<file path="src/rtl/bridge_pkg.sv">
// Shared definitions for the 16-to-32 bit access bridge: FSM encoding and lane helpers.
package bridge_pkg;

    typedef enum logic [1:0] {
        IDLE  = 2'b00,
        HIT   = 2'b01,
        TGT   = 2'b11,
        COMPL = 2'b10
    } state_t;

    function automatic logic [15:0] hword_sel(input logic [31:0] word, input logic hi);
        return hi ? word[31:16] : word[15:0];
    endfunction

    function automatic logic [3:0] lane_be(input logic [1:0] bsel, input logic hi);
        return hi ? {bsel, 2'b00} : {2'b00, bsel};
    endfunction

endpackage

</file>
<file path="src/rtl/bridge_16_32_hword_buf.sv">
// One-word read buffer: tag compare, fill, byte-merge on matching writes, invalidate.
module hword_buf (
    input  logic        clk,
    input  logic        rst,
    input  logic        inv,
    input  logic [29:0] lookup_tag,
    output logic        hit,
    output logic [31:0] data,
    input  logic [29:0] wtag,
    input  logic        fill,
    input  logic [31:0] fill_data,
    input  logic        merge,
    input  logic [3:0]  merge_be,
    input  logic [31:0] merge_data
);

    logic        valid;
    logic [29:0] tag;

    always_ff @(posedge clk) begin
        if (rst) begin
            valid <= 1'b0;
            tag   <= '0;
            data  <= '0;
        end else begin
            if (fill) begin
                data <= fill_data;
                tag  <= wtag;
            end else if (merge && valid && (tag == wtag)) begin
                for (int i = 0; i < 4; i++) begin
                    if (merge_be[i]) data[i*8 +: 8] <= merge_data[i*8 +: 8];
                end
            end
            // A fill coinciding with inv still loads data but leaves the entry invalid.
            if (inv)       valid <= 1'b0;
            else if (fill) valid <= 1'b1;
        end
    end

    assign hit = valid && (tag == lookup_tag);

endmodule

</file>
<file path="src/rtl/bridge_16_32.sv">
// Halfword initiator to 32-bit target bridge with a one-word read buffer.
// state | meaning: IDLE wait for request | HIT serve from buffer | TGT target access | COMPL host completion
module bridge_16_32 #(
    parameter bit BUF_EN = 1'b1
) (
    input  logic        clk,
    input  logic        rst,
    input  logic [31:0] h_addr,
    input  logic [15:0] h_wdata,
    output logic [15:0] h_rdata,
    input  logic        h_wr_en,
    input  logic [1:0]  h_bytesel,
    output logic        h_compl,
    input  logic        inv,
    output logic [31:0] t_addr,
    output logic [31:0] t_wdata,
    input  logic [31:0] t_rdata,
    output logic        t_wr_en,
    output logic [3:0]  t_bytesel,
    input  logic        t_compl
);
    import bridge_pkg::*;

    state_t      state, state_nxt;
    logic        buf_hit;
    logic [31:0] buf_data;
    logic        hit_dec;
    logic        tgt_done;

    logic [15:0] h_rdata_d;
    logic        h_compl_d;
    logic [31:0] t_addr_d;
    logic [31:0] t_wdata_d;
    logic        t_wr_en_d;
    logic [3:0]  t_bytesel_d;

    assign hit_dec  = BUF_EN && buf_hit && !inv && !h_wr_en;
    assign tgt_done = (state == TGT) && t_compl;

    hword_buf u_buf (
        .clk        (clk),
        .rst        (rst),
        .inv        (inv),
        .lookup_tag (h_addr[31:2]),
        .hit        (buf_hit),
        .data       (buf_data),
        .wtag       (t_addr[31:2]),
        .fill       (tgt_done && !t_wr_en && BUF_EN),
        .fill_data  (t_rdata),
        .merge      (tgt_done && t_wr_en),
        .merge_be   (t_bytesel),
        .merge_data (t_wdata)
    );

    always_ff @(posedge clk) begin
        if (rst) state <= IDLE;
        else     state <= state_nxt;
    end

    always_comb begin
        state_nxt = state;
        case (state)
            IDLE:    if (h_bytesel != 2'b00) state_nxt = hit_dec ? HIT : TGT;
            HIT:     state_nxt = IDLE;
            TGT:     if (t_compl) state_nxt = COMPL;
            COMPL:   state_nxt = IDLE;
            default: state_nxt = IDLE;
        endcase
    end

    // Next values of the registered host/target outputs.
    always_comb begin
        h_compl_d   = 1'b0;
        h_rdata_d   = h_rdata;
        t_addr_d    = t_addr;
        t_wdata_d   = t_wdata;
        t_wr_en_d   = t_wr_en;
        t_bytesel_d = t_bytesel;
        case (state)
            IDLE: begin
                if (h_bytesel != 2'b00) begin
                    if (hit_dec) begin
                        h_compl_d = 1'b1;
                        h_rdata_d = hword_sel(buf_data, h_addr[1]);
                    end else begin
                        t_addr_d    = {h_addr[31:2], h_addr[1:0] & 2'b00};
                        t_wdata_d   = {h_wdata, h_wdata};
                        t_wr_en_d   = h_wr_en;
                        t_bytesel_d = h_wr_en ? lane_be(h_bytesel, h_addr[1]) : 4'hF;
                    end
                end
            end
            TGT: begin
                if (t_compl) begin
                    h_compl_d   = 1'b1;
                    t_bytesel_d = 4'h0;
                    t_wr_en_d   = 1'b0;
                    if (!t_wr_en) h_rdata_d = hword_sel(t_rdata, h_addr[1]);
                end
            end
            default: ;
        endcase
    end

    always_ff @(posedge clk) begin
        if (rst) begin
            h_compl   <= 1'b0;
            h_rdata   <= '0;
            t_addr    <= '0;
            t_wdata   <= '0;
            t_wr_en   <= 1'b0;
            t_bytesel <= '0;
        end else begin
            h_compl   <= h_compl_d;
            h_rdata   <= h_rdata_d;
            t_addr    <= t_addr_d;
            t_wdata   <= t_wdata_d;
            t_wr_en   <= t_wr_en_d;
            t_bytesel <= t_bytesel_d;
        end
    end

endmodule

</file>
<file path="config.mk">
export PLATFORM = sky130hd
export DESIGN_NAME = bridge_16_32
export DESIGN_NICKNAME = d
export VERILOG_FILES = /design/src/rtl/bridge_pkg.sv /design/src/rtl/bridge_16_32_hword_buf.sv /design/src/rtl/bridge_16_32.sv
export SDC_FILE = /design/constraint.sdc
export NUM_CORES = 1
export LEC_CHECK = 0
export CAP_MARGIN = 20
export CORE_MARGIN = 4
export CORE_UTILIZATION = 25
export DETAILED_ROUTE_END_ITERATION = 16
export PLACE_DENSITY = 0.52
export RECOVER_POWER = 100
export SYNTH_ARGS = -nofsm -noshare
export SYNTH_HDL_FRONTEND = slang
export SYNTH_SLANG_ARGS = --single-unit
</file>
<file path="constraint.sdc">
create_clock -name clk -period 5.7 [get_ports clk]
set_clock_uncertainty 0.15 [all_clocks]
set_input_delay 1.14 -clock clk [delete_from_list [all_inputs] [get_ports clk]]
set_output_delay 1.14 -clock clk [all_outputs]
set_load 0.03 [all_outputs]
</file>
==> flow_summary.json, run 1 <==
{
  "status": "finished with violations",
  "violations": "capacitance limit, slew limit",
  "hold_buffers": 0,
  "slew-limit-headroom": -0.374,
  "crit_slowest_cell": "clkbuf_1",
  "period_minus_slack_ps": 4310,
  "core-area_um2": 27700,
  "start_util": 0.253,
  "grt_pass1_wl_mm": 37.6,
  "finalSetupViolations": 0,
  "crit_family": "buffers and inverters",
  "critPathArrivalTime_ps": 4510,
  "cts_root_buffer": "clkbuf_16",
  "rsz0062_at_grt": "false",
  "dp_hpwl_mm": 17.4,
  "die_area_um2": 30800,
  "portBuffers": 169,
  "cts_tree": "done",
  "via_per_inst": 4.88,
  "grt_pass1_vias": 6383,
  "gp_congestion": 0.805,
  "path_class": "in -> reg",
  "routedWlPerCell_um": 18.0,
  "async_reset_ff_frac": 0,
  "synth-edff-count": 0,
  "min_from": "u_buf.tag[5]",
  "antenna_found_initial": 6,
  "hold_path.class": "reg -> reg",
  "drc": 0,
  "finalSetupTns_ps": 0,
  "worst-path-max-fanout": 32,
  "synth_cells": 830,
  "p_total_uw": 3330,
  "endpoint_kind": "flop",
  "finalCritPeriodShare": 0.755,
  "wl_mm": 24.2,
  "fmax_ghz": 0.232,
  "synth_flop_cell": "dfxtp_1",
  "holdPathEnd": "u_buf.tag[5]",
  "cp_cell_sequence": "dlygate4sd3_1 > nand2_1 > or2_0 > nor2_2 > clkbuf_1 > nand2_1 > nand3_1",
  "post_cts_resized": 0,
  "whs_ps": 342,
  "p_leak_uw": 0.00363,
  "max-vdd-ir-drop_mv": 0.163,
  "io_pins": 173,
  "slowest_delay_ps": 1110,
  "critPathMostFrequentCell": "nand2_1",
  "cp.depth": 7,
  "clkLatencyLatePin_ps": 420,
  "die_y_um": 176,
  "htreeDepth": 4,
  "cts.sinks": 133,
  "worst_pin_slew_ps": 2060,
  "timing.rr.start": "state[1]",
  "r2r_end": "u_buf.data[29]",
  "overflow": 0,
  "drv_cap": 3,
  "die_w_um": 176,
  "seq_area_frac_synth": 0.380,
  "slew_violations": 79,
  "yosys_register_bits": 133,
  "cts.path.max_buffers": 2,
  "synth.distinct_cells": 45,
  "cts_made_buffers": 17,
  "yosysWarnings": 0,
  "rows": 61,
  "postRouteAntennaNets": 0,
  "cts.clk_slew.worst_paths_ps": 60,
  "vias": 6557,
  "hold_path_depth": 2,
  "reg2reg_depth": 8,
  "p_per_area_nw_per_um2": 351,
  "finalHoldViolCount": 0,
  "drtPass1Iterations": 5,
  "syn2layout_area_growth_pct": 35.2,
  "post_synth.cell_area_avg_um2": 8.45,
  "initialDrtViolationCount": 407,
  "syn_area_um2": 7020,
  "cts_setup_buffers": 0,
  "nets": 1041,
  "startpoint_type": "input port",
  "drive_gt1_frac": 0.0757,
  "grt_max_degree": 57,
  "crit_required_ps": 5900,
  "track_usage": 0.155,
  "path_buf_inv": 2,
  "rrSetupSlack_ps": 1850
}
==> Yosys cell counts (18+ instances only) <==
master,instances,area share
o211ai_1,33,0.035
dfxtp_1,133,0.38
nand4_1,64,0.057
nand2_1,210,0.11
clkbuf_1,53,0.028
mux2i_1,47,0.067
xor2_1,30,0.037
buf_4,18,0.019
xnor2_1,30,0.037
nand3_1,35,0.025
a21oi_1,30,0.021
==> kinds of logic (layout without fill, tap and decap cells) <==
family / count (synthesis) / after routing / share of synthesized area
flip-flops: 133 / 133 / 0.380
multiplexers: 63 / 63 / 0.118
adder cells (fa/ha/maj): 3 / 3 / 0.00535
AND/OR/NAND/NOR: 366 / 366 / 0.248
buffers and inverters: 95 / 228 / 0.0626
other: 1 / 5 / 0.000535
XOR/XNOR: 60 / 60 / 0.0749
AO/OA/AOI/OAI: 109 / 109 / 0.111
==> how the worst max path moves through the flow <==
stage	startpoint	endpoint	slack (ps)
6_report	t_compl	u_buf.data[29]	1390
2_1_floorplan	h_addr[11]	h_compl	2830
4_1_cts	t_compl	u_buf.data[11]	2210
3_5_place_dp	t_compl	u_buf.data[11]	1770
5_1_grt	t_compl	u_buf.data[22]	1050
3_3_place_gp	t_compl	u_buf.data[11]	1500
==> area by class of cell <==
| cell class | count | area [µm²] |
|---|---|---|
| antenna | 3 | 7.51 |
| clock buffer | 18 | 429 |
| clock inverter | 14 | 125 |
| fill | 2846 | 18200 |
| inverter | 11 | 42.5 |
| multi-input combinational | 603 | 3930 |
| sequential | 133 | 2660 |
| tap | 378 | 473 |
| timing repair buffer | 185 | 1810 |
==> flip-flops by register name (all words and copies together) (netlist names) <==
register / cells
u_buf.valid: 1
t_bytesel: 4
t_addr: 30
u_buf.tag: 30
h_compl: 1
u_buf.data: 32
h_rdata: 16
t_wr_en: 1
t_wdata: 16
state: 2
==> worst register-to-register path, delay by kind of cell (launching register included) <==
kind                     cells  cell delay (ps)
adder cells (fa/ha/maj)      1              160
buffers and inverters        2             1480
flip-flops                   1              360
AND/OR/NAND/NOR              5             1630
==> stage by stage <==
step,worst slack [ps],util,instance area (µm²),std cells
floorplan,2830,-,7020,831
CTS,2210,0.342,9480,1341
detailed placement,1770,0.322,8930,1309
finish,1390,0.342,9480,1345
global placement,1500,0.321,8900,1307
global route,1050,0.342,9480,1345
==> routing by layer <==
metal  part of all wire  global-route usage  up-vias
met5             0.0014                   0        -
met4              0.023              0.0569        6
met3              0.056              0.0379       37
met2               0.47               0.242      201
met1               0.45               0.208     3103
li1                   -                   -     3210
==> report_power, final <==
group / internal, µW / switching, µW
registers: 1030 / 144
clock network: 603 / 455
logic: 421 / 670
total: 2060 / 1270
==> placed cells by master, fill, tap and decap left out, drive strengths merged, types with 3 or more instances in the layout <==
master and instances:
nand2 210, dfxtp 133, dlygate4sd3 86, clkdlybuf4s50 82, nand4 64, mux2i 47, nand3 35, o211ai 33
a21oi 30, xor2 30, xnor2 30, clkbuf 21, nor4 17, mux4 16, and2 16, a32oi 16
o311ai 16, buf 14, inv 14, nor2 9, clkinv 7, o22ai 4, o21ai 4, or4 4
diode 3, ha 3, clkinvlp 3
(Power assumes the default switching activity.)
==> run 2, diff against run 1 <==
clock period = 4.3 ns   (was 5.7 ns; I/O delays follow)
==> run 2 against run 1 <==
Against the previous run: the flow still finishes with violations (capacitance limit, slew limit); sequential share of layout area shrank 0.33 points; worst setup slack worse by 640 ps; sequential power grew 32%; combinational power is 33% higher; routed wire length is 0.57% higher; hold slack improved by 0.56 ps; critical path type unchanged; largest cell class unchanged.
==> flow_summary.json, run 2 (synthesis gave the netlist of run 1 again) <==
{
  "status": "finished with violations",
  "violations": "capacitance limit, slew limit",
  "final_cell_mix": "nand2_1 (210), dfxtp_1 (133), dlygate4sd3_1 (86)",
  "clkLatencyLatePin_ps": 420,
  "slew_violations": 32,
  "cts.clk_slew.worst_paths_ps": 70,
  "start_util": 0.253,
  "grt_pass1_vias": 6460,
  "drv_cap": 1,
  "rsz0062_at_grt": "false",
  "drive_gt1_frac": 0.0776,
  "worst-path-max-fanout": 20,
  "syn2layout_area_growth_pct": 36.8,
  "period_minus_slack_ps": 3540,
  "cts_setup_buffers": 0,
  "cts.sinks": 133,
  "startpoint_type": "input port",
  "routedWlPerCell_um": 18.1,
  "cts_root_buffer": "clkbuf_16",
  "finalSetupViolations": 0,
  "p_per_area_nw_per_um2": 484,
  "cts_made_buffers": 17,
  "htreeDepth": 4,
  "finalCritPeriodShare": 0.823,
  "cts_tree": "done",
  "drtPass1Iterations": 5,
  "io_pins": 173,
  "p_leak_uw": 0.00370,
  "finalHoldViolCount": 0,
  "die_y_um": 176,
  "gp_congestion": 0.808,
  "fmax_ghz": 0.282,
  "path_class": "in -> reg",
  "grt_pass1_wl_mm": 37.9,
  "rows": 61,
  "finalSetupTns_ps": 0,
  "dp_hpwl_mm": 17.3,
  "core-area_um2": 27700,
  "grt_max_degree": 81,
  "portBuffers": 169,
  "largest-register": "u_buf.data",
  "endpoint_kind": "flop",
  "layout_commonest_cell": "nand2_1",
  "slew-limit-headroom": -0.122,
  "hold_path.class": "reg -> reg",
  "postRouteAntennaNets": 0,
  "reg_top3": "u_buf.data x32, t_addr x30, u_buf.tag x30",
  "die_area_um2": 30800,
  "hold_buffers": 0,
  "critPathArrivalTime_ps": 3650,
  "vias": 6492,
  "wl_mm": 24.4,
  "max-vdd-ir-drop_mv": 0.196,
  "die_w_um": 176,
  "nets": 1044,
  "drc": 0,
  "post_cts_resized": 0,
  "crit_required_ps": 4410,
  "cts.path.max_buffers": 2,
  "fillers": 2876,
  "initialDrtViolationCount": 517,
  "antenna_found_initial": 2,
  "track_usage": 0.157,
  "via_per_inst": 4.82,
  "overflow": 0,
  "largest_reg_flops": 32,
  "whs_ps": 342,
  "worst_pin_slew_ps": 1680
}
run 2: cell types whose count changed in the layout (fill, tap and decap cells not counted), moves of 2 or more:
| cell | change |
|---|---|
| and2_1 | +16 |
| clkbuf_1 | +2 |
| and2_0 | -16 |
| buf_8 | -2 |
| diode_2 | -2 |
| clkinv_2 | -3 |
| bufinv_16 | +4 |
run 2: worst paths after layout:
check / startpoint / endpoint / slack, ps / cells after the start
setup / recovery: h_addr[7] / h_rdata[3] / 760 / 7
hold / removal: u_buf.tag[5] / u_buf.tag[5] / 340 / 2
setup reg to reg: state[1] / u_buf.tag[19] / 980 / 6
hold reg to reg: u_buf.tag[5] / u_buf.tag[5] / 340 / 2
run 2: through the flow:
stage	power [µW]	utilization	cell area (µm²)	setup WS, ps	instances
2_1_floorplan	2480	-	7020	1710	831
3_3_place_gp	3070	0.322	8930	755	1311
3_5_place_dp	3090	0.323	8940	675	1312
4_1_cts	4740	0.346	9590	1120	1344
5_1_grt	4860	0.346	9600	505	1346
6_report	4650	0.346	9600	759	1346
run 2: area by class of cell:
| cell class | count | area, µm² | share of cell area |
|---|---|---|---|
| multi-input combinational | 603 | 3930 | 0.410 |
| sequential | 133 | 2660 | 0.277 |
| timing repair buffer | 188 | 1830 | 0.191 |
| tap | 378 | 473 | 0.0493 |
| clock buffer | 18 | 429 | 0.0447 |
| clock inverter | 14 | 223 | 0.0232 |
| inverter | 11 | 42.5 | 0.00443 |
| antenna | 1 | 2.50 | 0.000261 |
run 2: critical path, cell delays in order:
cell and delay (ps):
dlygate4sd3_1 580, xnor2_1 350, nand4_1 190, or4_1 590, nor2_1 110, clkbuf_1 690, o311ai_0 260
run 2: power by group:
part           switching, µW  leakage, µW  total (µW)  internal, µW
clock                    598     0.000312        1640          1040
combinational            895      0.00231        1450           555
sequential               192      0.00108        1560          1370
run 2: per-layer routing:
| layer | global-route usage | wire length, µm | vias to the layer above |
|---|---|---|---|
| met4 | 0.0422 | 385 | 2 |
| met5 | 0 | 13 | - |
| met3 | 0.0312 | 1020 | 24 |
| met2 | 0.252 | 11600 | 169 |
| met1 | 0.217 | 11400 | 3088 |
| li1 | - | - | 3209 |
==> run 3, diff against run 2 <==
clock period = 3.5 ns   (was 4.3 ns; I/O delays follow)
==> run 3 against run 2 <==
Against the previous run: the flow now finishes without violations; clock power increased by 13%; register-to-register slack worse by 450 ps; non-clock buffer count is 5 higher; design area about the same; first-iteration DRC count fell by 22%; via count up 0.52%; final cell count rose by 0.30%; combinational power increased by 23%; routed wire length about the same; core utilization is essentially flat; critical path type unchanged.
==> flow_summary.json, run 3 (synthesis gave the netlist of run 1 again) <==
{
  "crit_required_ps": 3690,
  "vias": 6526,
  "dp_slack_ps": 301,
  "final_cell_mix": "nand2_1 (210), dfxtp_1 (133), dlygate4sd3_1 (85)",
  "timing.critical_path.from": "h_addr[5]",
  "reg2reg_depth": 8,
  "cts.sinks": 133,
  "dpl-instance-area_um2": 9020,
  "dp_hpwl_mm": 17.6,
  "finalCritPeriodShare": 0.887,
  "p_sw_frac": 0.366,
  "cts_tree": "done",
  "cts_setup_buffers": 0,
  "status": "completed",
  "endpoint_kind": "flop",
  "nets": 1049,
  "worst_pin_slew_ps": 1000,
  "clkLatencyLatePin_ps": 420,
  "postRouteAntennaNets": 0,
  "io_pins": 173,
  "overflow": 0,
  "finalHoldViolCount": 0,
  "path_class": "in -> reg",
  "initialDrtViolationCount": 405,
  "drive_gt1_frac": 0.0834,
  "p_sw_uw": 2040,
  "clock_power_share": 0.334,
  "htreeDepth": 4,
  "die_y_um": 176,
  "track_usage": 0.154,
  "crit_path_end": "t_wdata[16]",
  "cts_root_buffer": "clkbuf_16",
  "period_minus_slack_ps": 3100,
  "wl_mm": 24.4,
  "p_per_area_nw_per_um2": 579,
  "finalSetupTns_ps": 0,
  "rrSetupSlack_ps": 530,
  "p_leak_uw": 0.00371,
  "die_w_um": 176,
  "portBuffers": 169,
  "rows": 61,
  "max-vdd-ir-drop_mv": 0.237,
  "worst-path-max-fanout": 26,
  "core-area_um2": 27700,
  "antenna_found_initial": 3,
  "comb_power_share": 0.322,
  "rsz0062_at_grt": "false",
  "syn2layout_area_growth_pct": 36.8,
  "r2r_end": "h_rdata[15]",
  "reg_top3": "u_buf.data x32, t_addr x30, u_buf.tag x30",
  "via_per_inst": 4.83,
  "largest-register": "u_buf.data",
  "cts.clk_slew.worst_paths_ps": 60,
  "slew-limit-headroom": 0.331,
  "cts.path.max_buffers": 2,
  "drv_cap": 0,
  "grt_pass1_wl_mm": 37.5,
  "setup_slack_ps": 395,
  "drtPass1Iterations": 5,
  "min_from": "u_buf.tag[20]",
  "post_cts_resized": 0,
  "slew_violations": 0,
  "largest_reg_flops": 32,
  "gp_congestion": 0.812,
  "layout_commonest_cell": "nand2_1",
  "timing.rr.start": "state[0]",
  "hold_path.class": "reg -> reg",
  "critPathArrivalTime_ps": 3300,
  "grt_max_degree": 81,
  "grt_pass1_vias": 6416,
  "fillers": 2847,
  "drc": 0,
  "startpoint_type": "input port",
  "cts_made_buffers": 17,
  "hold_buffers": 0,
  "fmax_ghz": 0.322,
  "start_util": 0.253,
  "final_cell_area_um2": 9600,
  "die_area_um2": 30800,
  "pwr-share-seq": 0.345,
  "routedWlPerCell_um": 18.0,
  "finalSetupViolations": 0,
  "internal-power_uw": 3530
}
-- run 3: cell types whose count changed in the layout (fill, tap and decap cells not counted), moves of 3 or more --
| cell | delta |
|---|---|
| buf_12 | +3 |
| and2_1 | -11 |
| buf_4 | +6 |
| and2_0 | +11 |
| inv_6 | -3 |
-- run 3: worst min-delay path by stage --
| stage | cells past startpoint | to |
|---|---|---|
| 2_1_floorplan | 2 | state[1] |
| 3_3_place_gp | 2 | u_buf.tag[7] |
| 3_5_place_dp | 2 | u_buf.tag[0] |
| 4_1_cts | 2 | u_buf.tag[0] |
| 5_1_grt | 2 | u_buf.tag[18] |
| 6_report | 2 | u_buf.tag[20] |
-- run 3: worst max-delay path, stage by stage --
cell	delay (ps)
dlygate4sd3_1	580
xnor2_1	170
nand4_1	210
nor4_1	100
clkbuf_1	130
a211oi_2	850
buf_12	310
mux2i_1	200
-- run 3: through the flow --
stage | util | std cells | hold WS (ps) | total power, µW
floorplan | - | 831 | 309 | 3050
global placement | 0.325 | 1318 | 330 | 3820
detailed placement | 0.325 | 1318 | 334 | 3840
CTS | 0.347 | 1349 | 343 | 5710
global route | 0.347 | 1350 | 364 | 5830
finish | 0.347 | 1350 | 341 | 5560
-- run 3: layer usage --
layer,wire [µm],part of all wire,global-route usage,vias to the layer above
met5,25,0.0010,0,-
met4,380,0.016,0.0426,4
met3,1060,0.044,0.0293,21
met2,11600,0.48,0.248,180
met1,11300,0.46,0.213,3108
li1,-,-,-,3213
-- run 3: layout make-up --
cell class,instances,area (µm²),share of cell area
multi-input combinational,603,3920,0.409
sequential,133,2660,0.277
timing repair buffer,193,1890,0.197
tap,378,473,0.0493
clock buffer,19,453,0.0472
clock inverter,12,154,0.0160
inverter,11,42.5,0.00443
antenna,1,2.50,0.000261
-- run 3: power by group through the flow --
stage                     registers (µW)  logic [µW]  clock network (µW)
after global routing                1950        1910                1960
after global placement              1960        1870                   0
after CTS                           1930        1880                1900
after floorplan                     2120         933                   0
after detailed placement            1960        1870                   0
final                               1920        1790                1860
==> RTL change 1: new RTL, flow settings as in run 2 <==
Take the reset off `t_wdata` and load it in a clocked block of its own.
--- a/src/rtl/bridge_16_32.sv
+++ b/src/rtl/bridge_16_32.sv
@@ -107,18 +107,20 @@
             h_compl   <= 1'b0;
             h_rdata   <= '0;
             t_addr    <= '0;
-            t_wdata   <= '0;
             t_wr_en   <= 1'b0;
             t_bytesel <= '0;
         end else begin
             h_compl   <= h_compl_d;
             h_rdata   <= h_rdata_d;
             t_addr    <= t_addr_d;
-            t_wdata   <= t_wdata_d;
             t_wr_en   <= t_wr_en_d;
             t_bytesel <= t_bytesel_d;
         end
     end
 
+    always_ff @(posedge clk) begin
+        t_wdata <= t_wdata_d;
+    end
+
 endmodule
 
Behaviour: not the same (Yosys sat finds a counterexample within 4 cycles, from zero or initial values and one cycle with rst high).
==> RTL change 1 against run 2 <==
  * The run still ends with max-capacitance violations, max-slew violations left
  * Routed wire length down 7.9%
  * Synthesized area rose by 4.7%
  * Sequential share of layout area grew 0.69 points
  * Total power rose by 0.89%
  * Sequential cell count is the same
  * Design area is 3.5% higher
  * Largest cell class unchanged
  * Setup slack got worse by 0.076 ns
==> RTL change 1: results (changes against run 2) <==
[status]
status=finished, violations left  ; unchanged
failed_checks=max-capacitance violations, max-slew violations  ; unchanged

[detailed_routing]
vias=6000  ; was 6492
drt-initial-drc-count=292  ; was 517
drt-total-wl_mm=22.4  ; was 24.4 mm
avgRoutedWirePerCell_microns=16.8  ; was 18.1 microns
first_pass_iters=4  ; was 5

[global_routing]
grt_max_degree=145  ; was 81
grt_usage=0.136  ; was 0.157
antenna_found_initial=0  ; was 2
grt_pass1_wl_mm=35.0  ; was 37.9 mm

[timing]
tightestPinTransition_ns=1.56  ; was 1.68 ns
report.final.slew_viol_count=31  ; was 32
fin_crit_ns=3.62  ; was 3.54 ns
worst_hold_slack_ns=0.340  ; was 0.342 ns

[synth]
synth_edf_count=16  ; was 0
ys_top_cells_by_area=dfxtp_1, xnor2_1, edfxtp_1, nand2b_1, mux2_2  ; was dfxtp_1, nand2_1, mux2i_1, nand4_1, mux4_2
synth_common_cells=dfxtp_1, nand2_1, a21oi_1  ; was nand2_1, dfxtp_1, nand4_1
syn_avg_cell_area_sq_um=9.08  ; was 8.45 sq um
synthDominantCellAreaShare=0.319  ; was 0.380
seq_area_frac_synth=0.384  ; was 0.380
yosysUniqueCellTypes=39  ; was 45

[critical_path]
crit_start=h_wr_en  ; was h_addr[7]
r2r_end=u_buf.tag[9]  ; was u_buf.tag[19]
critPathCapture=h_compl  ; was h_rdata[3]
r2r-start=state[0]  ; was state[1]
critPathMaxFanout=19  ; was 20
ff2ff_setup_slack_ns=1.02  ; was 0.98 ns

[place]
dpl_cell_area_sq_um=9300  ; was 8940 sq um
dpl_worst_slack_ns=0.724  ; was 0.675 ns
gp_congestion=0.775  ; was 0.808
hpwl_mm=15.9  ; was 17.3 mm

[finish]
final_nets=1027  ; was 1044
drive_above_1_share=0.116  ; was 0.0776
fillers=2970  ; was 2876
antenna_cells=0  ; was 1

[pwr]
ir_drop_mv=0.244  ; was 0.196 mV

[run]
maxCapViolations=1  ; unchanged

-- RTL change 1: logic make-up after synthesis --
kind of cell | share of synthesized area
xor gates and xnor gates | 0.0716
other | 0.000511
adders and majority gates | 0.00511
buffers and inverters | 0.0511
DFF | 0.384
muxes | 0.140
AOI/OAI and AO/OA | 0.0951
and+or+nand+nor | 0.252
-- RTL change 1: cell type report --
type                    count  area, sq um  area share
flip-flops and latches    133         2820       0.284
inverters                   4         15.0     0.00151
clock buffers              20          478      0.0481
well taps                 384          480      0.0484
multi-input cells         597         4180       0.421
repair buffers            184         1800       0.181
clock inverters            12          149      0.0150
-- RTL change 1: worst min path at each step --
stage             startpoint            end  cells after the start
6_report       u_buf.tag[23]  u_buf.tag[23]                      2
5_1_grt        u_buf.tag[23]  u_buf.tag[23]                      2
4_1_cts        u_buf.tag[23]  u_buf.tag[23]                      2
3_5_place_dp   u_buf.tag[28]  u_buf.tag[28]                      2
3_3_place_gp   u_buf.tag[20]  u_buf.tag[20]                      2
2_1_floorplan  u_buf.tag[23]  u_buf.tag[23]                      2
-- RTL change 1: routing by layer --
metal,global-route usage,part of all wire,vias to the layer above
met5,0,0,-
met2,0.214,0.46,114
li1,-,-,3055
met1,0.191,0.49,2821
met3,0.0315,0.038,10
met4,0.0302,0.0070,0
-- RTL change 1: critical path, cell delays in order --
cell	delay, ns
dlygate4sd3_1	0.65
nor3b_1	0.28
nand4_1	0.20
nor4_4	0.59
clkbuf_1	0.70
nand4b_1	0.17
a211oi_1	0.32
-- RTL change 1: where the power goes --
part           internal [mW]  switching, mW
Sequential              1.42          0.135
Clock                  0.977          0.581
Combinational          0.613          0.964
==> RTL change 2: new RTL, config.mk and constraints of run 2 <==
Without the edit above. `BUF_EN`: 1'b1 -> 1'b0.
--- a/src/rtl/bridge_16_32.sv
+++ b/src/rtl/bridge_16_32.sv
@@ -1,7 +1,7 @@
 // Halfword initiator to 32-bit target bridge with a one-word read buffer.
 // state | meaning: IDLE wait for request | HIT serve from buffer | TGT target access | COMPL host completion
 module bridge_16_32 #(
-    parameter bit BUF_EN = 1'b1
+    parameter bit BUF_EN = 1'b0
 ) (
     input  logic        clk,
     input  logic        rst,
Check against the original RTL: not equivalent (Yosys sat finds a counterexample within 10 cycles, from zero or initial values and one cycle with rst high).
==> RTL change 2 against run 2 <==
  * The run still ends with max-capacitance violations, max-slew violations left
  * Sequential share of layout area rose by 1.2 points
  * Synthesized area fell by 59%
  * Register-to-register slack better by 1.1 ns
  * Highest routed layer is now met4
  * Routed wire length down 65%
  * Design area decreased by 50%
  * Synthesized cell count down 59%
  * Setup slack improved by 0.73 ns
  * Sequential cell count decreased by 63
  * Hold slack got worse by 0.043 ns
  * Combinational power down 18%
  * Die area decreased by 57%
  * Total power down 40%
==> RTL change 2: results (changes against run 2) <==
[cts]
cts.htree.levels=3  ; was 4
clk_latency_ns=0.32  ; was 0.42 ns

[synth]
seq_area_frac_synth=0.491  ; was 0.380
ys_top_cells_by_area=dfxtp_1, nand2_1, a21oi_1, mux2i_1, buf_4  ; was dfxtp_1, nand2_1, mux2i_1, nand4_1, mux4_2
yosysUniqueCellTypes=29  ; was 45

[status]
status=finished, violations left  ; unchanged
failed_checks=max-capacitance violations, max-slew violations  ; unchanged

[finish]
drive_above_1_share=0.0469  ; was 0.0776
final_nets=577  ; was 1044

[pwr]
p_clk_uw=714  ; was 1.64 mW
ir_drop_mv=0.230  ; was 0.196 mV
p_leak_nw=2.04  ; was 3.70 nW
swShare=0.390  ; was 0.362

[global_routing]
grt_usage=0.129  ; was 0.157
use_met2=0.210  ; was 0.252
met1_usage=0.161  ; was 0.217
grt_pass1_vias=2736  ; was 6460

[place]
dpl_cell_area_sq_um=4520  ; was 8940 sq um
gp_congestion=0.693  ; was 0.808

[timing]
tightestPinTransition_ns=1.89  ; was 1.68 ns
report.final.slew_viol_count=41  ; was 32

[run]
maxCapViolations=1  ; unchanged

[detailed_routing]
dr_wl_met2_mm=4.15  ; was 11.6 mm
highest_layer=met4  ; was met5

[critical_path]
cp.arrival_ns=2.85  ; was 3.65 ns

-- RTL change 2: cell type report --
cell class	count	area (sq um)
fillers	1126	6150
repair buffers	174	1740
flip-flops and latches	70	1400
multi-input cells	227	1210
clock buffers	9	225
well taps	140	175
clock inverters	6	63.8
inverters	4	15.0
-- RTL change 2: cells by family after synthesis --
| family | Yosys count | synth area share |
|---|---|---|
| buffers and inverters | 46 | 0.0872 |
| flip-flops | 70 | 0.491 |
| multiplexers | 18 | 0.0636 |
| other | 1 | 0.00131 |
| adder cells (fa/ha/maj) | 4 | 0.0175 |
| AND/OR/NAND/NOR | 121 | 0.171 |
| AO/OA/AOI/OAI | 82 | 0.168 |
-- RTL change 2: path summary, 6_finish.rpt --
path | startpoint | endpoint | slack (ns) | cells after the start
max | rst | h_rdata[1] | 1.49 | 3
min | t_addr[28] | t_addr[28] | 0.30 | 2
max reg2reg | state[0] | t_addr[26] | 2.09 | 6
min reg2reg | t_addr[28] | t_addr[28] | 0.30 | 2
